File: src/rtl/trivium_byte_xor.sv
// Keystream consumer for the trivium generator: skips warm-up, packs bits MSB-first into a
// small byte FIFO, and XORs buffered keystream bytes into a valid/ready byte stream.
module trivium_byte_xor #(
   parameter int WARMUP     = 1152,
   parameter int FIFO_DEPTH = 4
) (
   input  logic       clk,
   input  logic       rst,
   output logic       ks_en,
   input  logic       ks_bit,
   output logic       ks_ready,
   input  logic [7:0] in_data,
   input  logic       in_valid,
   output logic       in_ready,
   output logic [7:0] out_data,
   output logic       out_valid,
   input  logic       out_ready
);

   localparam int PW = $clog2(FIFO_DEPTH);
   localparam int CW = PW + 1;

   typedef enum logic {WARM = 1'b0, RUN = 1'b1} state_t;

   state_t          state_r;
   logic [10:0]     warm_cnt_r;
   logic [2:0]      pulse_pos_r;
   logic [CW-1:0]   reserved_r;
   logic            sample_r;
   logic [6:0]      shreg_r;
   logic [2:0]      bit_cnt_r;
   logic [7:0]      mem_r [FIFO_DEPTH];
   logic [PW-1:0]   wr_ptr_r;
   logic [PW-1:0]   rd_ptr_r;
   logic [CW-1:0]   fifo_count_r;

   logic            push_s;
   logic            pop_s;
   logic            last_pulse_s;
   logic [CW-1:0]   reserved_nxt_s;

   // FIFO handshake decode; reserved counts bytes whose 8th pulse has issued but are not yet popped,
   // so the enable stops exactly when every slot is spoken for, even while a byte is still in flight
   always_comb begin
      in_ready       = (fifo_count_r != {CW{1'b0}}) && (!out_valid || out_ready);
      push_s         = sample_r && (bit_cnt_r == 3'd7);
      pop_s          = in_valid && in_ready;
      last_pulse_s   = ks_en && (state_r == RUN) && (pulse_pos_r == 3'd7);
      reserved_nxt_s = reserved_r + CW'(last_pulse_s) - CW'(pop_s);
   end

   // Warm-up / run sequencing and generator enable
   always_ff @(posedge clk or negedge rst) begin
      if (!rst) begin
         state_r     <= WARM;
         warm_cnt_r  <= 11'd0;
         ks_en       <= 1'b0;
         ks_ready    <= 1'b0;
         pulse_pos_r <= 3'd0;
         reserved_r  <= {CW{1'b0}};
      end else begin
         case (state_r)
            WARM: begin
               ks_en <= 1'b1;
               if (ks_en) begin
                  warm_cnt_r <= warm_cnt_r + 11'd1;
                  if (warm_cnt_r == 11'(WARMUP - 1)) begin
                     state_r  <= RUN;
                     ks_ready <= 1'b1;
                  end
               end
            end
            RUN: begin
               ks_en      <= (reserved_nxt_s < CW'(FIFO_DEPTH));
               reserved_r <= reserved_nxt_s;
               if (ks_en) begin
                  pulse_pos_r <= pulse_pos_r + 3'd1;
               end
            end
            default: state_r <= WARM;
         endcase
      end
   end

   // Bit packer and keystream byte FIFO; warm-up pulses never raise the sample strobe
   always_ff @(posedge clk or negedge rst) begin
      if (!rst) begin
         sample_r     <= 1'b0;
         shreg_r      <= 7'd0;
         bit_cnt_r    <= 3'd0;
         wr_ptr_r     <= {PW{1'b0}};
         rd_ptr_r     <= {PW{1'b0}};
         fifo_count_r <= {CW{1'b0}};
         for (int i = 0; i < FIFO_DEPTH; i++) begin
            mem_r[i] <= 8'd0;
         end
      end else begin
         sample_r <= ks_en && (state_r == RUN);
         if (sample_r) begin
            shreg_r   <= {shreg_r[5:0], ks_bit};
            bit_cnt_r <= bit_cnt_r + 3'd1;
         end
         if (push_s) begin
            mem_r[wr_ptr_r] <= {shreg_r, ks_bit};
            wr_ptr_r        <= wr_ptr_r + PW'(1);
         end
         if (pop_s) begin
            rd_ptr_r <= rd_ptr_r + PW'(1);
         end
         fifo_count_r <= fifo_count_r + CW'(push_s) - CW'(pop_s);
      end
   end

   // Ciphertext output register; data holds while the sink stalls
   always_ff @(posedge clk or negedge rst) begin
      if (!rst) begin
         out_data  <= 8'd0;
         out_valid <= 1'b0;
      end else if (pop_s) begin
         out_data  <= in_data ^ mem_r[rd_ptr_r];
         out_valid <= 1'b1;
      end else if (out_valid && out_ready) begin
         out_valid <= 1'b0;
      end
   end

endmodule

File: config.mk
export PLATFORM = sky130hd
export DESIGN_NAME = trivium_byte_xor
export DESIGN_NICKNAME = d
export VERILOG_FILES = /design/src/rtl/trivium_byte_xor.sv
export SDC_FILE = /design/constraint.sdc
export NUM_CORES = 1
export LEC_CHECK = 0
export ABC_AREA = 1
export ABC_CLOCK_PERIOD_IN_PS = 4700
export CELL_PAD_IN_SITES_DETAIL_PLACEMENT = 0
export CELL_PAD_IN_SITES_GLOBAL_PLACEMENT = 1
export CORE_MARGIN = 2
export CORE_UTILIZATION = 30
export DETAILED_ROUTE_END_ITERATION = 10
export PLACE_DENSITY_LB_ADDON = 0.1
export SLEW_MARGIN = 20
export SYNTH_ARGS = -nofsm -noshare
export SYNTH_HDL_FRONTEND = slang
export SYNTH_SLANG_ARGS = --single-unit
File: constraint.sdc
create_clock -name clk -period 4.7 [get_ports clk]
set_input_delay 0.47 -clock clk [delete_from_list [all_inputs] [get_ports clk]]
set_output_delay 0.47 -clock clk [all_outputs]
set_load 0.05 [all_outputs]
==> metrics.md <==
| Metric | Value |
|---|---|
| Status | `finished clean` |
| Leading area contributor after synthesis | `dfrtp_1` |
| Layout cells sized above 1 | `0.139` |
| RSZ-0062 raised after global routing | `false` |
| Peak supply drop | `between 0.00015 and 0.0002 V` |
| Warnings from Yosys | `0` |
| Antenna violations before repair | `0` |
| Global-route wire length before repair | `between 10 and 15 mm` |
| Register share of total power | `0.410` |
| Largest net degree at the start of global routing | `62` |
| Startpoint types | `primary input` |
| Initial Utilization | `0.305` |
| Switching power | `0.000704 W` |
| Reg2reg path depth | `13` |
| Post_cts resized | `0` |
| Vias in the first global route | `about 2,500` |
| Clk pwr share | `0.314` |
| Fmax | `roughly 340 MHz` |
| Crit-path leading delay family | `buffers and inverters` |
| Final ANT Viol Nets | `0` |
| FFs w/ async S/R, synth | `1.00` |
| Mapped Nets | `around 440` |
| Cell Pwr Density | `between 400 and 500 nW/um^2` |
| Reg2Reg Setup Slack | `approximately 2000 ps` |
| Core box area | `roughly 13,000 um^2` |
| I/O pin cnt | `25` |
| Mapped Cells | `410` |
| Max-cap violation count | `0` |
| Clk buf depth | `2` |
| Gpl congestion | `0.691` |
| Drt drc | `0` |
| Max FO, Critical Path | `12` |
| Root Driver | `clkbuf_16` |
| Cell with the most instances after synthesis | `nand2_1` |
| Syn Area/Cell | `a little over 9 um^2` |
| HPWL Detailed | `5.08 mm` |
| CP bufs+invs | `5` |
| IO buf count | `24` |
| Worst-Margin Slew | `approximately 800 ps` |
| CTS tree | `yes` |
| Endpoints failing hold | `0` |
| Register area share after synthesis | `0.516` |
| WP data arrival | `roughly 3100 ps` |
| Layout area overhead | `15.9%` |
| Detailed Route WL | `7.46 mm` |
| Die area | `roughly 14,000 um^2` |
| Die Y-Extent | `between 100 and 150 um` |
| Cell repeated most along the worst path | `inv_1` |
| # hold bufs at CTS | `0` |
| Synth Flop Type | `dfrtp_1` |
| ANT cells | `0` |
| Sw frac | `0.351` |
| NumNets Final | `463` |
| Unique masters post-synth | `28` |
| Mapped cell area | `3830 um^2` |
| R2r startpoint | `fifo_count_r[1]$_DFF_PN0_` |
| Gr usage total | `0.124` |
| Slew Limit Fails | `0` |
| CTS Buf Count | `9` |
| DR vias | `2,581` |
| R2r endpoint | `reserved_r[2]$_DFFE_PN0P_` |
| Iteration-0 DRC Markers | `133` |
| H-tree depth | `3` |
| Design area | `4440 um^2` |
| Placed instance area | `4180 um^2` |
| WP data required | `around 4900 ps` |
| Setup violators final | `0` |
| Worst-skew pair later-pin latency | `roughly 340 ps` |
| Setup TNS Final | `0 ps` |
| # Post-CTS Setup Buffers | `0` |
| Crit share post-route | `0.617` |
| EDFF count, synth | `0` |
| Vias per std cell | `4.22` |
| Logic gate share of total power | `0.276` |
| Critical-path cell list | `clkdlybuf4s50_1 > inv_1 > nand2_1 > nand3_1 > inv_2 > ha_1 > inv_1 > ha_1 > inv_1 > fa_1 > xnor2_1 > nand2_1 > nand3_1 > o21ai_0` |
| Min-delay worst type | `in -> async` |
| WL/cell | `approximately 12 um` |
| Kind of critical path | `in -> reg` |
| Clock Skew | `about 7.1 ps` |
| #FFs+latches synth | `79` |
| CP max stage delay | `roughly 450 ps` |
| Reg clk slew, reported paths | `roughly 60 ps` |
| Leakage Power | `around 2.2 nW` |
| First drt pass iteration count | `4` |
| Most frequent cells after synthesis | `nand2_1 (136), dfrtp_1 (79), inv_1 (35)` |
| Max_slew headroom | `0.457` |
| Fraction of post-synthesis cell area in the top cell type by area | `0.516` |
| CTS sink cnt | `just under 80` |
| DIE WIDTH | `between 100 and 150 um` |
| Worst Setup SP | `out_ready` |
| CP max-delay cell | `clkdlybuf4s50_1` |
| Int Pwr | `0.00130 W` |
| Synth area leaders | `dfrtp_1 (52%), nand2_1 (13%), ha_1 (4.2%), nand3_1 (3.9%), inv_1 (3.4%)` |
| Filler Cell Count | `around 1,300` |
| GRT overflow | `0` |
| Crit path time final | `a little under 3000 ps` |
| Std-Cell Rows | `between 40 and 50` |
| Crit end category | `flop` |
power groups by stage:
stage               clock (W)  combinational (W)  sequential (W)
detailed placement          0           0.000562        0.000838
floorplan                   0           0.000331        0.000913
global route         0.000687           0.000620        0.000836
finish               0.000629           0.000553        0.000823
CTS                  0.000661           0.000565        0.000826
global placement            0           0.000560        0.000840
final cells by class:
class	count	area, um^2	share of cell area
clock inverters	1	5.00	0.00113
inverters	41	166	0.0375
flip-flops and latches	79	1980	0.445
well taps	172	215	0.0485
repair buffers	25	245	0.0552
clock buffers	14	254	0.0572
multi-input cells	279	1580	0.355
cells by family after synthesis:
kind of cell               Yosys count  share of synthesized area
DFF                                 79                      0.516
xor gates and xnor gates            14                     0.0320
muxes                                2                    0.00587
AOI/OAI and AO/OA                   47                     0.0774
buffers and inverters               52                     0.0725
adders and majority gates           15                     0.0529
and+or+nand+nor                    201                      0.244
routing by layer:
layer	global-route usage	up-vias	part of all wire
met2	0.185	28	0.43
li1	-	1351	-
met3	0.0453	9	0.032
met4	0.0424	0	0.012
met1	0.167	1193	0.53
met5	0	-	0
sequential cells by signal, summed over array words and instances, names as in the netlist:
name and cells:
bit_cnt_r 3, warm_cnt_r 11, reserved_r 3, state_r 1, shreg_r 7, ks_ready 1
fifo_count_r 3, out_data 8, pulse_pos_r 3, out_valid 1, rd_ptr_r 2, sample_r 1
mem_r 32, wr_ptr_r 2, ks_en 1
worst max path at each step:
stage / to / depth (start not counted)
6_report: reserved_r[2]$_DFFE_PN0P_ / 14
2_1_floorplan: reserved_r[2]$_DFFE_PN0P_ / 12
4_1_cts: reserved_r[2]$_DFFE_PN0P_ / 14
3_3_place_gp: reserved_r[2]$_DFFE_PN0P_ / 14
5_1_grt: reserved_r[2]$_DFFE_PN0P_ / 14
3_5_place_dp: reserved_r[2]$_DFFE_PN0P_ / 14
layout by cell type, fill, tap and decap left out, drive strengths merged:
| cell | Yosys | layout |
|---|---|---|
| nand2 | 151 | 151 |
| dfrtp | 79 | 79 |
| o21ai | 45 | 45 |
| inv | 41 | 41 |
| nand3 | 39 | 39 |
| clkdlybuf4s50 | 0 | 23 |
| clkbuf | 0 | 14 |
| ha | 13 | 13 |
| xnor2 | 9 | 9 |
| nor2 | 6 | 6 |
| xor2 | 5 | 5 |
| nor3 | 2 | 2 |
| o21bai | 2 | 2 |
| mux2 | 2 | 2 |
| nand4 | 2 | 2 |
| fa | 2 | 2 |
| buf | 11 | 2 |
| nand3b | 1 | 1 |
| clkinv | 0 | 1 |
per-stage QoR:
step | utilization | worst slack [ps] | cells | hold WS, ps | total power (W)
final | 0.353 | 1800 | 611 | 1.35 | 0.00201
after global routing | 0.353 | 1570 | 611 | 6.19 | 0.00214
after CTS | 0.353 | 1730 | 611 | 0.302 | 0.00205
after detailed placement | 0.333 | 1420 | 596 | 369 | 0.00140
after global placement | 0.333 | 1490 | 596 | 366 | 0.00140
after floorplan | - | 2260 | 410 | 174 | 0.00124
Note: power is estimated with default switching activity, not from simulation.
